==> src/rtl/xadc_packet_pkg.sv <==
// Shared types and sizing for the XADC sample packetizer.
// Define XADC_PACKET_CHECKSUM_EN to append an XOR checksum byte to every packet.
package xadc_packet_pkg;

    localparam int unsigned SEQ_WIDTH    = 8;
    localparam int unsigned SAMPLE_WIDTH = 16;
    localparam int unsigned BYTE_WIDTH   = 8;

`ifdef XADC_PACKET_CHECKSUM_EN
    localparam int unsigned PACKET_BYTES = 6;
`else
    localparam int unsigned PACKET_BYTES = 5;
`endif

    localparam int unsigned BYTE_IDX_W = $clog2(PACKET_BYTES);

    typedef logic [BYTE_IDX_W-1:0] byte_idx_t;

    typedef enum logic [0:0] {
        COLLECT = 1'b0,
        SEND    = 1'b1
    } packetizer_state_t;

    localparam byte_idx_t LAST_IDX = byte_idx_t'(PACKET_BYTES - 1);

endpackage

==> src/rtl/axis_sample_hold.sv <==
// One-entry AXIS holding register: accepts a sample while empty, holds it until cleared.
module axis_sample_hold
    import xadc_packet_pkg::*;
#(
    parameter int unsigned WIDTH = SAMPLE_WIDTH
) (
    input  logic             clk,
    input  logic             rst,
    input  logic             s_tvalid,
    output logic             s_tready,
    input  logic [WIDTH-1:0] s_tdata,
    input  logic             clear,
    output logic             full,
    output logic [WIDTH-1:0] data,
    output logic             take_c
);

    logic full_n;

    // Clear only arrives while full, so it never races a capture.
    always_comb begin
        take_c = s_tvalid & s_tready;
        full_n = full;
        if (clear) begin
            full_n = 1'b0;
        end else if (take_c) begin
            full_n = 1'b1;
        end
    end

    // Ready is registered from next-full so it is low throughout reset.
    always_ff @(posedge clk or posedge rst) begin
        if (rst) begin
            full     <= 1'b0;
            s_tready <= 1'b0;
            data     <= '0;
        end else begin
            full     <= full_n;
            s_tready <= ~full_n;
            if (take_c) begin
                data <= s_tdata;
            end
        end
    end

endmodule

==> src/rtl/xadc_sample_packetizer.sv <==
// Pairs voltage/current samples and emits them as a sequence-numbered byte packet.
// Define XADC_PACKET_CHECKSUM_EN to append an XOR checksum byte carrying tlast.
module xadc_sample_packetizer
    import xadc_packet_pkg::*;
(
    input  logic                    clk,
    input  logic                    rst,
    input  logic                    voltage_tvalid,
    output logic                    voltage_tready,
    input  logic [SAMPLE_WIDTH-1:0] voltage_tdata,
    input  logic                    current_tvalid,
    output logic                    current_tready,
    input  logic [SAMPLE_WIDTH-1:0] current_tdata,
    output logic                    packet_tvalid,
    input  logic                    packet_tready,
    output logic [BYTE_WIDTH-1:0]   packet_tdata,
    output logic                    packet_tlast,
    output logic                    packet_tkeep,
    output logic                    packet_tid,
    output logic                    packet_tdest,
    output logic                    packet_tuser
);

    packetizer_state_t       state, state_n;
    logic [SEQ_WIDTH-1:0]    seq, seq_n;
    byte_idx_t               byte_idx, idx_n;
    logic                    tvalid_n, tlast_n;
    logic [BYTE_WIDTH-1:0]   tdata_n;
    logic                    clear_c;
    logic                    v_full, c_full, v_take_c, c_take_c;
    logic [SAMPLE_WIDTH-1:0] v_data, c_data;
`ifdef XADC_PACKET_CHECKSUM_EN
    logic [BYTE_WIDTH-1:0]   csum, csum_n;
`endif

    axis_sample_hold #(.WIDTH(SAMPLE_WIDTH)) u_voltage_hold (
        .clk      (clk),
        .rst      (rst),
        .s_tvalid (voltage_tvalid),
        .s_tready (voltage_tready),
        .s_tdata  (voltage_tdata),
        .clear    (clear_c),
        .full     (v_full),
        .data     (v_data),
        .take_c   (v_take_c)
    );

    axis_sample_hold #(.WIDTH(SAMPLE_WIDTH)) u_current_hold (
        .clk      (clk),
        .rst      (rst),
        .s_tvalid (current_tvalid),
        .s_tready (current_tready),
        .s_tdata  (current_tdata),
        .clear    (clear_c),
        .full     (c_full),
        .data     (c_data),
        .take_c   (c_take_c)
    );

    assign packet_tkeep = 1'b1;
    assign packet_tid   = 1'b0;
    assign packet_tdest = 1'b0;
    assign packet_tuser = 1'b0;

    // Next-state and next-output: computes what the output registers hold next cycle.
    always_comb begin
        state_n  = state;
        seq_n    = seq;
        idx_n    = byte_idx;
        tvalid_n = packet_tvalid;
        tdata_n  = packet_tdata;
        tlast_n  = packet_tlast;
        clear_c  = 1'b0;
`ifdef XADC_PACKET_CHECKSUM_EN
        csum_n   = csum;
`endif
        case (state)
            COLLECT: begin
                if ((v_full | v_take_c) && (c_full | c_take_c)) begin
                    state_n  = SEND;
                    tvalid_n = 1'b1;
                    tdata_n  = seq;
                    tlast_n  = 1'b0;
                    idx_n    = '0;
`ifdef XADC_PACKET_CHECKSUM_EN
                    csum_n   = '0;
`endif
                end
            end
            SEND: begin
                if (packet_tready) begin
`ifdef XADC_PACKET_CHECKSUM_EN
                    csum_n = csum ^ packet_tdata;
`endif
                    if (byte_idx == LAST_IDX) begin
                        state_n  = COLLECT;
                        seq_n    = seq + SEQ_WIDTH'(1);
                        idx_n    = '0;
                        tvalid_n = 1'b0;
                        tdata_n  = '0;
                        tlast_n  = 1'b0;
                        clear_c  = 1'b1;
                    end else begin
                        idx_n   = byte_idx + byte_idx_t'(1);
                        tlast_n = (idx_n == LAST_IDX);
                        case (idx_n)
                            byte_idx_t'(1): tdata_n = v_data[SAMPLE_WIDTH-1 -: BYTE_WIDTH];
                            byte_idx_t'(2): tdata_n = v_data[BYTE_WIDTH-1:0];
                            byte_idx_t'(3): tdata_n = c_data[SAMPLE_WIDTH-1 -: BYTE_WIDTH];
                            byte_idx_t'(4): tdata_n = c_data[BYTE_WIDTH-1:0];
`ifdef XADC_PACKET_CHECKSUM_EN
                            byte_idx_t'(5): tdata_n = csum_n;
`endif
                            default:        tdata_n = '0;
                        endcase
                    end
                end
            end
            default: state_n = COLLECT;
        endcase
    end

    always_ff @(posedge clk or posedge rst) begin
        if (rst) begin
            state         <= COLLECT;
            seq           <= '0;
            byte_idx      <= '0;
            packet_tvalid <= 1'b0;
            packet_tdata  <= '0;
            packet_tlast  <= 1'b0;
`ifdef XADC_PACKET_CHECKSUM_EN
            csum          <= '0;
`endif
        end else begin
            state         <= state_n;
            seq           <= seq_n;
            byte_idx      <= idx_n;
            packet_tvalid <= tvalid_n;
            packet_tdata  <= tdata_n;
            packet_tlast  <= tlast_n;
`ifdef XADC_PACKET_CHECKSUM_EN
            csum          <= csum_n;
`endif
        end
    end

endmodule

==> config.mk <==
export PLATFORM = sky130hd
export DESIGN_NAME = xadc_sample_packetizer
export DESIGN_NICKNAME = d
export VERILOG_FILES = /design/src/rtl/xadc_packet_pkg.sv /design/src/rtl/axis_sample_hold.sv /design/src/rtl/xadc_sample_packetizer.sv
export SDC_FILE = /design/constraint.sdc
export NUM_CORES = 1
export LEC_CHECK = 0
export BUFFER_PORTS_ARGS = -buffer_cell sky130_fd_sc_hd__buf_2
export CAP_MARGIN = 20
export CORE_ASPECT_RATIO = 0.5
export CORE_UTILIZATION = 42
export DETAILED_ROUTE_END_ITERATION = 12
export GPL_TIMING_DRIVEN = 0
export MAX_ROUTING_LAYER = met4
export PLACE_DENSITY = 0.66
export SYNTH_ARGS = -nofsm -noshare
export SYNTH_HDL_FRONTEND = slang
export SYNTH_SLANG_ARGS = --single-unit
==> constraint.sdc <==
create_clock -name clk -period 1.9 [get_ports clk]
set_clock_uncertainty 0.15 [all_clocks]
set_input_delay 0.095 -clock clk [delete_from_list [all_inputs] [get_ports clk]]
set_output_delay 0.095 -clock clk [all_outputs]
set_load 0.005 [all_outputs]
Word-level counts from Yosys, hierarchy flattened
Index checks and enable logic that the tools add are counted.
- bitwise operators: 7
- eq/ne operators: 8
- $add $sub $neg: 2
- mux-type cells: 28
- reductions and logical operators: 4
- operators by type and width (cell ; count):
    $pmux W8 S4 ; 1
    $mux W8 ; 3
    $mux W1 ; 16
    $pmux W8 S2 ; 1
    $mux W3 ; 3
    $add A8 B1 Y8 const B ; 1
    $eq A3 B2 Y1 const B ; 2
    $eq A3 B3 Y1 const B ; 2
    $pmux W1 S2 ; 3
    $pmux W3 S2 ; 1
    $reduce_and A3 Y1 ; 2
    $ne A2 B2 Y1 const B ; 2
    $add A3 B1 Y3 const B ; 1
    $eq A3 B1 Y1 const B ; 1
    $not A1 Y1 ; 3
    $and A1 B1 Y1 ; 2
    $ne A2 B1 Y1 const B ; 1
    $or A1 B1 Y1 ; 2
    $reduce_and A2 Y1 ; 1
    $logic_and A1 B1 Y1 ; 1
- register bits after elaboration: 58
- logic and storage cells: 61
- bits of input ports: 37

Depth between registers and ports, before layout
- depth in word-level cells: 6
- mapped depth: 7
- depth with buffers taken out: 6

Modules after synthesis
Synthesis repeated with hierarchy kept, for this count alone.
- cells, all modules: 224
- area, all modules: 2785.2 sq um
- modules (own cells, without submodules) (module ; sequential area each (sq um) ; cells each ; times used ; area each (sq um)):
    axis_sample_hold ; 450.4 ; 41 ; 2 ; 723.2
    xadc_sample_packetizer ; 550.5 ; 142 ; 1 ; 1338.8

Worst setup path before layout
Ideal clock, no wire load.
- kind: register to register
- from: reg byte_idx[0]
- to: reg packet_tdata[0]
- setup time: 0.125 ns
- arrival: 1.598 ns
- data required time: 1.625 ns
- stages on the path, launching flop included: 8
- slack: 0.028 ns
- cells stage by stage: dfrtp_1 -> inv_1 -> ha_1 -> clkbuf_2 -> or3_1 -> mux2_4 -> o211ai_1 -> a2bb2oi_1
- word-level cells in the longest chain between the ends: 6
- elaborated cells on any way between the ends: 10
- classes of those cells: add/sub: 1; eq/ne: 5; mux: 4
- ends and longest elaborated chain (element ; RTL line ; source):
    start: declaration ; xadc_sample_packetizer.sv:26 ; byte_idx_t byte_idx, idx_n;
    start signal: assignment ; xadc_sample_packetizer.sv:137 ; byte_idx <= idx_n;
    $add A3 B1 Y3 ; xadc_sample_packetizer.sv:104 ; idx_n = byte_idx + byte_idx_t'(1);
    $eq A3 B3 Y1, or another cell as far along ; xadc_sample_packetizer.sv:106 ; case (idx_n)
    $pmux W8 S4 ; xadc_sample_packetizer.sv:106 ;
    $mux W8 * ; xadc_sample_packetizer.sv:95 ; if (byte_idx == LAST_IDX) begin
    $mux W8 * ; xadc_sample_packetizer.sv:91 ; if (packet_tready) begin
    $pmux W8 S2 * ; xadc_sample_packetizer.sv:77 ; case (state)
    end signal: assignment ; xadc_sample_packetizer.sv:139 ; packet_tdata <= tdata_n;
    end: declaration ; xadc_sample_packetizer.sv:16 ; output logic [BYTE_WIDTH-1:0] packet_tdata,
Every way passes the cells marked *; elsewhere a longest branch is shown, timed or not. The select of a mux whose other input is x is not followed.
A chain may end at the register's enable or synchronous reset.

Worst setup path in the final report
- from: reg byte_idx[0]
- to: reg packet_tdata[3]
Same word-level chain as after synthesis.

==> out/qor.yml <==
setup_path:
  crit_required_ps: 1950
  reg2reg_to: "packet_tdata[3]$_DFFE_PP0P_"
  r2r_start: "byte_idx[0]$_DFFE_PP0P_"
  r2r_cells: 7
  cp-startpoint: "byte_idx[0]$_DFFE_PP0P_"
  path_cells: "inv_4 -> ha_4 -> buf_8 -> a222oi_1 -> nor2_1 -> o211ai_1 -> a2bb2oi_1"
  rrSetupSlack_ps: -100
  critPathKind: "flip-flop to flip-flop"
  cpMaxStageDelayCell: "dfrtp_2"
  cp-start-kind: "flip-flop"
  crit_path_max_fanout: 7
  endpoint: "packet_tdata[3]$_DFFE_PP0P_"
  arrival_ps: 2040
  cpPeakStageDelay_ps: 430
  cp-end-kind: "flip-flop"
floorplanning:
  core_sq_mm: 0.00613
  start_util_pct: 44.1
  rows: 20
  die-area_sq_mm: 0.00678
  boundaryPins: 53
  fp.dieH_um: 58.7
  die_w_um: 115
yosys:
  synth-seq-cells: 58
  synth_compound_area_share_pct: 13.2
  synth_top_area_cell: "dfrtp_1"
  synth_cell_types: 36
  synthMuxAreaShare_pct: 14.7
  synthTopCellsByArea: "dfrtp_1 (54%), mux2_2 (14%), a222oi_1 (3.0%)"
  synth.avg_cell_area_sq_um: 12.6
  synthFlopType: "dfrtp_1"
  synth_cells: 214
  async_reset_ff_share_pct: 100
  synth_top_family_by_area: "multiplexers"
  synth_xor_area_share_pct: 3.29
  synthSimpleGateAreaFrac_pct: 7.68
  synth_fa_ha_area_share_pct: 2.78
  synthTopCellsByCount: "dfrtp_1 (58), mux2_2 (33), nor2_1 (12)"
  yosysWarnings: 0
  yosysMostFrequentCell: "dfrtp_1"
  synth_seq_area_share_pct: 53.7
  syn-cell-area_sq_mm: 0.00270
  synth_edf_count: 0
  synth.top_cell.area_share_pct: 53.7
sta:
  grt_setup_unrepaired: "true"
  whs_ps: 12.7
  setup_ws_ps: -97.2
  finalSetupViolCount: 4
  slew_viol_final: 0
  tightest_slew_ps: 516
  final_hold_viol_count: 0
  period_share_pct: 105
  max_freq_mhz: 501
  min_period_ps: 2000
  slew_headroom_pct: 65.3
final_layout:
  layout-drive-gt1-share_pct: 41.7
  diodes: 0
  final_util_pct: 61.8
  n_fill_cell: 492
  syn_to_final_growth_pct: 40.2
  final_nets: 357
  fin_cells: 407
clock_network:
  htree_levels: 3
  cts_sinks: 58
  clk_pin_slew_ps: 50
  cts_tree: "yes"
  clk_latency_ps: 320
  cts_buffer_depth: 2
  cts_root_buf: "clkbuf_16"
  cts_buffers: 9
detailed_routing:
  wl_per_cell_um: 15.6
  num_vias: 2061
  drt_first_pass_iters: 4
  routed_wl_um: 6370
  drc_errors: 0
  postRouteAntennaNets: 0
  via_per_inst: 5.06
  drtIter0Drc: 99
power_and_ir_drop:
  p_leak_nw: 1.77
  irDropWorstVdd_v: 0.000583
  p_per_area_mw_per_mm2: 1530
run_status:
  violations: "negative setup slack"
  status: "finished with violations"
global_route:
  grt_use_met3_pct: 5.66
  grtUsageMet1_pct: 26.1
  grt_util_all_layers_pct: 21.7
  grt.overflow.total: 0
  use_met2_pct: 34.6
  grt_pass1_vias: 2158
  busiest_layer: "met2"
  antenna_found_initial: 0
  grt_pass1_wl_um: 10400
  grt_start_max_net_pins: 39
placed_design:
  gp_congestion: 0.829
  dpl.hpwl_um: 4130
  port_buffers: 48
  place_inst: 353
job:
  maxCapViolCount: 0
worst_hold_path:
  hold_path_class: "primary input to flip-flop"
## kinds of logic (layout without fill, tap and decap cells)
kind of cell,count (synthesis),after routing
AND/OR/NAND/NOR,41,41
AO/OA/AOI/OAI,44,44
other,2,4
XOR/XNOR,8,8
flip-flops,58,58
buffers and inverters,20,123
multiplexers,35,35
adder cells (fa/ha/maj),6,6
## worst min-delay path by stage
stage / from / to / cells past startpoint / slack [ps]
after floorplan: current_tdata[10] / u_current_hold.data[10]$_DFFE_PP0P_ / 1 / 100
after global placement: current_tdata[0] / u_current_hold.data[0]$_DFFE_PP0P_ / 2 / 180
after detailed placement: rst / u_voltage_hold.data[2]$_DFFE_PP0P_ / 2 / -20
after CTS: voltage_tvalid / u_voltage_hold.s_tready$_DFF_PP0_ / 3 / 6
after global routing: voltage_tvalid / u_voltage_hold.s_tready$_DFF_PP0_ / 3 / 20
final: voltage_tvalid / u_voltage_hold.s_tready$_DFF_PP0_ / 3 / 10
## worst max-delay path, delay by kind of cell, from the launching register on
kind | cells | cell delay, ps
AOI/OAI and AO/OA | 3 | 800
adders and majority gates | 1 | 180
buffers and inverters | 2 | 200
DFF | 1 | 430
and+or+nand+nor | 1 | 100
## metal layers
metal,vias up,wire length [um],share of wire (%)
met5,-,0,0
met4,0,118,1.9
met3,13,346,5.4
met2,56,3140,49
met1,1018,2760,43
li1,974,-,-
## power by group
group	switching, mW	total (mW)	internal (mW)
combinational	1.07	2.25	1.18
sequential	0.339	2.11	1.78
clock	0.510	1.42	0.908
total	1.92	5.79	3.87
## cell type report
type                       count  area [sq um]  share of cell area, %
multi-input combinational    138          1190                   31.4
buffer                        11          90.1                   2.38
sequential                    58          1450                   38.3
clock buffer                  13           250                   6.60
timing repair buffer          89           653                   17.2
inverter                       7          28.8                  0.759
clock inverter                 3          15.0                  0.396
tap                           88           110                   2.90
## through the flow
stage                     worst slack (ps)  total power [mW]  TNS, ps  cell area, sq um
after floorplan                       27.6              3.45        0              2710
final                                -97.2              5.79     -175              3790
after CTS                            -31.1              5.72    -72.3              3760
after detailed placement              -202              4.05    -1330              3080
after global placement                -427              3.96   -25720              3060
after global routing                  -129              6.14     -667              3790
## placed cells by master (no fill, tap or decap), types with 2 or more instances in the layout
| master | netlist | final |
|---|---|---|
| a21o_1 | 5 | 5 |
| nand3_1 | 2 | 2 |
| and3_2 | 6 | 6 |
| o211ai_1 | 8 | 8 |
| a2bb2oi_1 | 8 | 7 |
| and3_1 | 3 | 3 |
| inv_2 | 0 | 2 |
| nand2_1 | 10 | 10 |
| ha_4 | 0 | 3 |
| nand4_1 | 3 | 3 |
| xor2_1 | 3 | 3 |
| xnor2_1 | 4 | 4 |
| dlygate4sd3_1 | 0 | 34 |
| a21oi_1 | 10 | 10 |
| nor2_2 | 0 | 2 |
| mux2_2 | 33 | 33 |
| conb_1 | 2 | 4 |
| clkinv_2 | 0 | 3 |
| inv_1 | 6 | 3 |
| nor2_1 | 12 | 10 |
| buf_2 | 5 | 51 |
| buf_4 | 4 | 8 |
| dfrtp_1 | 58 | 57 |
| clkbuf_1 | 0 | 3 |
| a222oi_1 | 8 | 8 |
| clkbuf_16 | 0 | 9 |
| buf_6 | 3 | 4 |
| ha_1 | 6 | 2 |
## flip-flops by register name, indices dropped and copies added, names as in the netlist
name                     cells
byte_idx                     3
packet_tdata                 8
packet_tlast                 1
packet_tvalid                1
seq                          8
state                        1
u_current_hold.data         16
u_current_hold.full          1
u_current_hold.s_tready      1
u_voltage_hold.data         16
u_voltage_hold.full          1
u_voltage_hold.s_tready      1
## repair_timing
action / CTS / global route
setup endpoints to repair: 10 / 10
setup buffers: 5 / 1
hold buffers: 34 / 0
pin swaps: 14 / 17
gates resized for setup: 15 / 7
endpoints found under the hold margin: 53 / 0
Note: power is estimated with default switching activity, not from simulation.
